$ cat config.mk
export PLATFORM = sky130hd
export DESIGN_NAME = magic_device_reader
export DESIGN_NICKNAME = d
export VERILOG_FILES = /design/src/rtl/magic_device_reader.sv
export SDC_FILE = /design/constraint.sdc
export NUM_CORES = 1
export LEC_CHECK = 0
export BUFFER_PORTS_ARGS = -buffer_cell sky130_fd_sc_hd__buf_2
export CORE_MARGIN = 2
export CORE_UTILIZATION = 45
export DETAILED_ROUTE_END_ITERATION = 8
export SLEW_MARGIN = 20
export SYNTH_ARGS = -nofsm -noshare
export SYNTH_HDL_FRONTEND = slang
export SYNTH_SLANG_ARGS = --single-unit
$ cat constraint.sdc
create_clock -name clock -period 14.2 [get_ports clock]
set_input_delay 2.84 -clock clock [delete_from_list [all_inputs] [get_ports clock]]
set_output_delay 2.84 -clock clock [all_outputs]
set_load 0.05 [all_outputs]
$ cat src/rtl/magic_device_reader.sv
// Requester-side read engine for the magic device: issues burst reads one select at a time,
// buffers responses in a small FIFO and converts a silent device into a timeout error entry.
module magic_device_reader #(
    parameter int unsigned FIFO_DEPTH = 4,
    parameter int unsigned TIMEOUT    = 1024
) (
    input  logic        clock,
    input  logic        reset,
    input  logic        cmd_valid,
    output logic        cmd_ready,
    input  logic [11:0] cmd_select,
    input  logic [7:0]  cmd_count,
    output logic [11:0] read_select,
    output logic        read_ready,
    input  logic        read_valid,
    input  logic [63:0] read_data,
    output logic        resp_valid,
    input  logic        resp_ready,
    output logic [63:0] resp_data,
    output logic        resp_err,
    output logic        resp_last,
    output logic        busy
);

    localparam int unsigned PW = (FIFO_DEPTH > 1) ? $clog2(FIFO_DEPTH) : 1;
    localparam int unsigned CW = PW + 1;
    localparam int unsigned TW = (TIMEOUT > 1) ? $clog2(TIMEOUT) : 1;
    localparam bit             TIMEOUT_EN = (TIMEOUT != 0);
    localparam logic [TW-1:0]  TIMER_LAST = TW'(TIMEOUT - 1);

    typedef enum logic [1:0] {StIdle, StIssue, StDrain} state_e;

    state_e          state_q;
    logic [11:0]     sel_q;
    logic [7:0]      remain_q;
    logic [TW-1:0]   timer_q;
    logic            rd_ready_q;

    logic [63:0]     mem_q [FIFO_DEPTH];
    logic [FIFO_DEPTH-1:0] err_q;
    logic [FIFO_DEPTH-1:0] last_q;
    logic [PW-1:0]   wr_ptr_q;
    logic [PW-1:0]   rd_ptr_q;
    logic [CW-1:0]   count_q;
    logic [CW-1:0]   count_d;

    logic            complete;
    logic            timed_out;
    logic            push;
    logic            pop;
    logic [63:0]     push_data;
    logic            push_err;
    logic            push_last;
    logic            not_full_d;

    always_comb begin
        complete   = rd_ready_q && read_valid;
        timed_out  = TIMEOUT_EN && rd_ready_q && !read_valid && (timer_q == TIMER_LAST);
        push       = complete || timed_out;
        push_data  = complete ? read_data : 64'hFFFF_FFFF_FFFF_FFFF;
        push_err   = !complete;
        push_last  = complete ? (remain_q == 8'd0) : 1'b1;
        pop        = (count_q != '0) && resp_ready;
        count_d    = count_q;
        if (push && !pop) begin
            count_d = count_q + CW'(1);
        end else if (!push && pop) begin
            count_d = count_q - CW'(1);
        end
        // read_ready is registered, so it must look at the post-edge occupancy
        not_full_d = (count_d != CW'(FIFO_DEPTH));
    end

    always_ff @(posedge clock or posedge reset) begin
        if (reset) begin
            state_q    <= StIdle;
            sel_q      <= '0;
            remain_q   <= '0;
            timer_q    <= '0;
            rd_ready_q <= 1'b0;
        end else begin
            rd_ready_q <= 1'b0;
            unique case (state_q)
                StIdle: begin
                    if (cmd_valid) begin
                        sel_q      <= cmd_select;
                        remain_q   <= cmd_count;
                        timer_q    <= '0;
                        state_q    <= StIssue;
                        rd_ready_q <= not_full_d;
                    end
                end
                StIssue: begin
                    if (complete) begin
                        if (remain_q == 8'd0) begin
                            state_q <= StIdle;
                        end else begin
                            sel_q      <= sel_q + 12'd1;
                            remain_q   <= remain_q - 8'd1;
                            timer_q    <= '0;
                            rd_ready_q <= not_full_d;
                        end
                    end else if (timed_out) begin
                        state_q <= StDrain;
                    end else begin
                        rd_ready_q <= not_full_d;
                        // timer only runs while a request is actually outstanding
                        if (rd_ready_q) begin
                            timer_q <= timer_q + TW'(1);
                        end
                    end
                end
                StDrain: begin
                    state_q <= StIdle;
                end
                default: begin
                    state_q <= StIdle;
                end
            endcase
        end
    end

    always_ff @(posedge clock or posedge reset) begin
        if (reset) begin
            wr_ptr_q <= '0;
            rd_ptr_q <= '0;
            count_q  <= '0;
            err_q    <= '0;
            last_q   <= '0;
            for (int i = 0; i < FIFO_DEPTH; i++) begin
                mem_q[i] <= '0;
            end
        end else begin
            if (push) begin
                mem_q[wr_ptr_q]  <= push_data;
                err_q[wr_ptr_q]  <= push_err;
                last_q[wr_ptr_q] <= push_last;
                wr_ptr_q         <= wr_ptr_q + PW'(1);
            end
            if (pop) begin
                rd_ptr_q <= rd_ptr_q + PW'(1);
            end
            count_q <= count_d;
        end
    end

    assign cmd_ready   = (state_q == StIdle);
    assign read_select = sel_q;
    assign read_ready  = rd_ready_q;
    assign resp_valid  = (count_q != '0);
    assign resp_data   = mem_q[rd_ptr_q];
    assign resp_err    = err_q[rd_ptr_q];
    assign resp_last   = last_q[rd_ptr_q];
    assign busy        = (state_q != StIdle) || (count_q != '0);

endmodule
# After elaboration in Yosys (flattened, before gate mapping)
# Index checks and enable logic that the tools add are counted.
totals:
  reg_bits: 304
  latchBits: 0
  ramBits: 0
  rom_bits: 0
  in_bits: 89
  output_inout_bits: 82
  word_cells: 104
  n_memories: 0
op_classes:
  n_addsub: 7
  n_mul: 0
  div: 0
  order_cmp: 6
  n_eq_ne: 11
  shifts: 0
  muxes: 42
  bitwise: 2
  n_reduce_logical: 22
op_table:
  columns: ["operator", "count"]
  rows:
  - ["$bwmux W256", 1]
  - ["$mux W64", 4]
  - ["$bmux W64 S2", 1]
  - ["$demux W64 S2", 1]
  - ["$mux W10", 5]
  - ["$mux W12", 3]
  - ["$mux W8", 3]
  - ["$pmux W12 S2", 1]
  - ["$pmux W10 S2", 1]
  - ["$ne A3 B3 Y1 const B", 6]
  - ["$pmux W8 S2", 1]
  - ["$add A12 B1 Y12 const B", 1]
  - ["$add A10 B1 Y10 const B", 1]
  - ["$eq A10 B10 Y1 const B", 1]
  - ["$bwmux W4", 2]
  - ["$logic_and A1 B1 Y1", 8]
  - ["$logic_not A8 Y1", 1]
  - ["$mux W1", 8]
  - ["$mux W2", 4]
  - ["$sub A8 B1 Y8 const B", 1]
  - ["$ge A3 B3 Y1 const B", 2]
  - ["$lt A2 B3 Y1 const B", 2]
  - ["$mux W3", 2]
  - ["$ne A2 B2 Y1 const B", 3]
  - ["19 further kinds", 27]

# Longest topological paths before layout
# Gate-level depths: netlist of run 1.
logic_depth:
  ltp_word: 12
  ltp_mapped: 8
  ltp_nobuf: 7

# Worst setup path before layout of run 1
# OpenSTA, ideal clock, no wires.
synth_timing:
  path_kind: "register to output"
  start: "register rd_ptr_q[0]"
  end: "output port resp_data[45]"
  t_arrival_ns: 1.743
  required_time_ns: 11.360
  path_slack_ns: 9.617
  path_stages_with_launch: 5
  n_path_buf: 3
  cell_sequence: "dfrtp_1 clkbuf_1 buf_2 buf_2 mux4_2"
synth_between:
  elab_chain_len: 4
synth_lines:
  columns: ["element", "line", "rtl"]
  rows:
  - ["start: declaration", "43", "logic [PW-1:0] rd_ptr_q;"]
  - ["start signal: assignment", "141", "rd_ptr_q <= rd_ptr_q + PW'(1);"]
  - ["$not A2 Y3 (implied by the code)", "151", "assign resp_data = mem_q[rd_ptr_q];"]
  - ["$bmux W64 S2", "151", null]
  - ["$mux W64 (implied by the code) (2 in series)", "151", null]
  - ["end: declaration", "19", "output logic [63:0] resp_data,"]
# Every way passes these cells. The select of a mux whose other input is x is not followed.

# Worst setup path in the final report of run 1
layout_timing:
  start: "register rd_ptr_q[0]"
  end: "output port resp_data[21]"
# Same word-level chain as after synthesis.

==> results.cfg, run 1 <==
[synth]
synth_sequential_area_ratio_pct = 55.4
synth.top_cells.by_area = sky130_fd_sc_hd__dfrtp_1, sky130_fd_sc_hd__mux4_2, sky130_fd_sc_hd__a21oi_1
async_reset_ff_share_pct = 100
synth.ff_latch_count = 304
yosys.area.top_type_share_pct = 55.4
synth-edff-count = 0
synthMostInstantiatedCell = sky130_fd_sc_hd__nor2_1
synth_commonest_cells = sky130_fd_sc_hd__nor2_1, sky130_fd_sc_hd__dfrtp_1, sky130_fd_sc_hd__a21oi_1, sky130_fd_sc_hd__mux4_2, sky130_fd_sc_hd__clkbuf_1
mappedNetlistArea_sq_um = 13700
synth_cells = 1274
synth_largest_area_cell = sky130_fd_sc_hd__dfrtp_1
ys_warn_count = 0
synthesis.area_per_instance_sq_um = 10.8
synth_cell_types = 54
ys_flop_type = sky130_fd_sc_hd__dfrtp_1
synth_nets = 1374

[global_route]
grt_use_total_pct = 22.9
grt_pass1_vias = 10289
grt_start_max_net_pins = 193
grt_antenna_before_repair = 2
grt_pass1_wl_um = 57100
globalRoute.totalOverflow = 0

[worst_setup_path]
crit_type = flop to output port
critical_path.reg2reg.endpoint = timer_q[9]
top_fanout_value_on_the_critical_path = 52
rrSetupSlack_ns = 11.46
startpoint_types = flop
endpoint_kind = output port
r2r_start = state_q[1]
r2r_cells = 4
setup.worst_path.start = rd_ptr_q[0]
critical_path_arrival_ns = 2.70
critical_path.endpoint = resp_data[21]
worst-endpoint-required_ns = 11.36

[timing]
rsz_0062_raised_after_global_routing = no
final_min_period_over_clock_period_pct = 39.0
post-route-min-period_ns = 5.54
timing_worst_slew_pin_value_ns = 1.05
hold_viol_final = 0
fin_setup_tns_ns = 0
timing.fmax_ghz = 0.181
fin_skew_ns = 0.0125
finalSetupViolations = 0
slew-limit-headroom_pct = 29.9
drv_slew = 0
postLayoutSetupSlackWorst_ns = 8.66

[final_layout]
multiInputGateArea_sq_um = 5570
nets = 1499
layout.cells.non_filler = 1817
sequential_cell_area_sq_um = 7610
fill_cells = 2645
fin_area_sq_um = 15800
post_route_cells_drive_above_1_share_pct = 26.9
syn_to_final_growth_pct = 15.4

[clock_tree]
clock_tree_root_buffer_cell = sky130_fd_sc_hd__clkbuf_16
tritoncts = yes
worstSkewPairLatency_ns = 0.50
cts.reportedPaths.clkPinSlew_ns = 0.06
cts_resized = 0
numClockSinks = 304
h_tree_depth = 2
holdBufCountCts = 0
tritoncts.num_buffers = 34
cts_buffer_depth = 3
post-cts-setup-buffers = 0

[drt]
detailroute.via_count = 10258
drcViolationCount = 0
wl_per_cell_um = 19.6
drt_iter0_drc = 706
detail_route.wirelength_um = 35600
ant_nets = 0
detail_route.first_pass.iterations = 4
detail_route.vias_per_cell = 5.65

[job]
cap_viol_max_count = 0

[die]
die-area_sq_um = 31900
fp.dieH_um = 179
core_area_sq_um = 29900
floorplan.initialDensity_pct = 46.0
die_w_um = 179
rows = 63
boundaryPins = 171

[placement]
gp_congestion = 0.781
numPlacedInstances = 1752
pre_cts_ws_ns = 8.87
place_hpwl_um = 20000
place_area_sq_um = 14600
port_buffers = 170

[outcome]
result_of_the_run = finished clean

[worst_hold_path]
timing.hold.worst.class = flop to flop
==> placed cells by master, fill, tap and decap left out, types with 7 or more instances in the layout <==
| cell | instances |
|---|---|
| sky130_fd_sc_hd__nor2_1 | 319 |
| sky130_fd_sc_hd__dfrtp_1 | 302 |
| sky130_fd_sc_hd__a21oi_1 | 258 |
| sky130_fd_sc_hd__buf_2 | 170 |
| sky130_fd_sc_hd__mux4_2 | 66 |
| sky130_fd_sc_hd__o21ai_0 | 37 |
| sky130_fd_sc_hd__clkbuf_16 | 37 |
| sky130_fd_sc_hd__a21oi_2 | 33 |
| sky130_fd_sc_hd__nor2_2 | 31 |
| sky130_fd_sc_hd__nand2_1 | 27 |
| sky130_fd_sc_hd__nand3_1 | 11 |
| sky130_fd_sc_hd__clkinv_2 | 9 |
| sky130_fd_sc_hd__inv_1 | 8 |
| sky130_fd_sc_hd__ha_1 | 7 |
| sky130_fd_sc_hd__clkbuf_1 | 7 |
==> cells by family after synthesis <==
kind of cell	synth area share [%]
compound gates	14.9
xor+xnor	0.383
fa+ha+maj	1.00
buf+inv	4.13
flops	55.4
mux	11.0
simple gates	13.2
==> registers in the layout, indices dropped and copies added, names as in the netlist <==
register	flops
last_q	4
timer_q	10
remain_q	8
read_select	12
mem_q	256
read_ready	1
wr_ptr_q	2
err_q	4
state_q	2
rd_ptr_q	2
count_q	3
==> per-layer routing <==
layer	up-vias	wire length, um	track usage (%)
met5	-	0	0
met4	0	662	5.56
met3	43	1900	4.11
met2	314	16800	35.6
met1	5201	16200	33.5
li1	4700	-	-
==> metrics by stage <==
| stage | hold slack, ns | utilization [%] |
|---|---|---|
| floorplan | 0.442 | - |
| global placement | 0.481 | 49.0 |
| detailed placement | 0.477 | 49.0 |
| CTS | 0.503 | 52.9 |
| global route | 0.542 | 53.0 |
| finish | 0.508 | 53.0 |
==> layout make-up <==
class                           instances  area share, %
Multi-Input combinational cell        871           35.2
Tap cell                              390           3.08
Antenna cell                            2         0.0316
Timing Repair Buffer                  179           6.02
Clock inverter                         12          0.853
Sequential cell                       304           48.0
Inverter                                9          0.261
Clock buffer                           50           6.53
==> worst min path at each step <==
stage,start,to,slack [ns],depth (start not counted)
after CTS,state_q[1],state_q[0],0.50,1
after global routing,mem_q[100],mem_q[100],0.54,2
after global placement,state_q[1],state_q[0],0.48,1
after detailed placement,state_q[1],state_q[0],0.48,1
final,state_q[1],state_q[0],0.51,1
after floorplan,state_q[1],state_q[0],0.44,1
==> critical path, cell delays in order (launching register included) <==
cell	delay, ns
sky130_fd_sc_hd__dfrtp_4	0.65
sky130_fd_sc_hd__buf_6	0.61
sky130_fd_sc_hd__mux4_2	0.61
sky130_fd_sc_hd__buf_2	0.23
Power of run 1 is not shown: default switching activity piles up to over one toggle a cycle in this logic, so the estimate is an artifact.
==> run 2: changes to the inputs <==
==> constraint.sdc (replaced) <==
create_clock -name clock -period 5.56 [get_ports clock]
set_input_delay 1.112 -clock clock [delete_from_list [all_inputs] [get_ports clock]]
set_output_delay 1.112 -clock clock [all_outputs]
set_load 0.05 [all_outputs]
==> run 2 against run 1 <==
Effect of this change:
- sequential share of layout area is essentially flat
- global-route usage grew 0.37 points
- register-to-register slack got worse by 8.7 ns
- flip-flop and latch count did not move
- via count fell by 0.29%
- die area stayed put
- setup slack got worse by 7.1 ns
- wire length is 0.90% higher
- final area up 0.10%
- critical path depth is the same
- utilization is 0.054 points higher
- clock skew increased by 0.0023 ns
- critical endpoint is now resp_data[55]
==> results.cfg, run 2 (synthesized netlist as in run 1, its figures left out) <==
[outcome]
result_of_the_run = finished clean

[clock_tree]
worstSkewPairLatency_ns = 0.52
cts.reportedPaths.clkPinSlew_ns = 0.06
numClockSinks = 304
h_tree_depth = 2
cts_buffer_depth = 3
post-cts-setup-buffers = 0
tritoncts.num_buffers = 35
tritoncts = yes
clock_tree_root_buffer_cell = sky130_fd_sc_hd__clkbuf_16
holdBufCountCts = 0
cts_resized = 0

[drt]
detailroute.wirelength.met3_um = 1850
detailroute.via_count = 10228
detail_route.vias_per_cell = 5.63
wirelength_met1_um = 16300
drt_iter0_drc = 728
top_signal_layer_used = met4
met2_wirelength_um = 17200
wl_per_cell_um = 19.8
detail_route.first_pass.iterations = 7
drcViolationCount = 0
detail_route.wirelength_um = 36000
ant_nets = 0

[global_route]
grt_pass1_wl_um = 58000
grt_use_total_pct = 23.2
grt_start_max_net_pins = 138
grt_antenna_before_repair = 0
globalRoute.totalOverflow = 0
grt_pass1_vias = 10527

[timing]
finalSetupViolations = 0
post-route-min-period_ns = 3.97
hold_viol_final = 0
drv_slew = 0
rsz_0062_raised_after_global_routing = no
fin_skew_ns = 0.0148
timing.fmax_ghz = 0.252
timing_worst_slew_pin_value_ns = 1.06
final_min_period_over_clock_period_pct = 71.5
slew-limit-headroom_pct = 29.6
fin_setup_tns_ns = 0

[final_layout]
syn_to_final_growth_pct = 15.5
layout_commonest_cell = sky130_fd_sc_hd__nor2_1
fill_cells = 2661
post_route_cells_drive_above_1_share_pct = 26.9
max_flop_register = mem_q
most-common-layout-cells = sky130_fd_sc_hd__nor2_1, sky130_fd_sc_hd__dfrtp_1, sky130_fd_sc_hd__a21oi_1
nets = 1502
antenna-diode-count = 0
largest_register_ffs = 256

[worst_setup_path]
worst-endpoint-required_ns = 4.45
crit_type = flop to output port
top_fanout_value_on_the_critical_path = 34
endpoint_kind = output port
startpoint_types = flop
critical_path_arrival_ns = 2.86
r2r_cells = 5

[placement]
port_buffers = 170
gp_congestion = 0.761
place_hpwl_um = 19800

[worst_hold_path]
worst_hold_path.num_cells = 1
timing.hold.worst.class = flop to flop

[die]
fp.dieH_um = 179
rows = 63
die-area_sq_um = 31900
floorplan.initialDensity_pct = 46.0
boundaryPins = 171
die_w_um = 179
core_area_sq_um = 29900

[job]
cap_viol_max_count = 0
## run 2: metal layers
layer,vias to the layer above,GRT usage [%]
met3,46,3.71
met4,0,5.69
met2,258,37.1
met1,5228,33.5
li1,4696,-
met5,-,0
## run 2: critical path: stages, from the launching register on
cell                      delay, ns
sky130_fd_sc_hd__dfrtp_4       0.89
sky130_fd_sc_hd__buf_4         0.54
sky130_fd_sc_hd__mux4_2        0.61
sky130_fd_sc_hd__buf_2         0.24
## run 2: final timing paths
| kind | from | endpoint | slack, ns |
|---|---|---|---|
| worst max register to register | read_ready | read_select[7] | 2.78 |
| min in group asynchronous | reset | mem_q[74] | 0.77 |
| worst max-delay path | rd_ptr_q[0] | resp_data[55] | 1.59 |
| worst min register to register | state_q[1] | state_q[0] | 0.50 |
| worst min-delay path | state_q[1] | state_q[0] | 0.50 |
| max in group asynchronous | reset | rd_ptr_q[0] | 3.53 |
## run 2: stage by stage
stage | instance area, sq um | setup WS (ns) | hold WS [ns] | instances | utilization [%]
after floorplan | 13700 | 0.405 | 0.442 | 1274 | -
after global placement | 14700 | 2.06 | 0.478 | 1755 | 49.1
after detailed placement | 14700 | 2.07 | 0.477 | 1755 | 49.1
after CTS | 15900 | 1.52 | 0.501 | 1817 | 53.1
after global routing | 15900 | 1.39 | 0.518 | 1817 | 53.1
final | 15900 | 1.59 | 0.495 | 1817 | 53.1
## run 2: layout make-up
cell class                      instances  area (sq um)  share of cell area, %
Clock inverter                         12           166                   1.05
Inverter                                9          37.5                  0.237
Timing Repair Buffer                  181           958                   6.04
Tap cell                              390           488                   3.08
Clock buffer                           50          1020                   6.46
Sequential cell                       304          7610                   48.0
Multi-Input combinational cell        871          5570                   35.1
Power of run 2 is left out for the same reason.
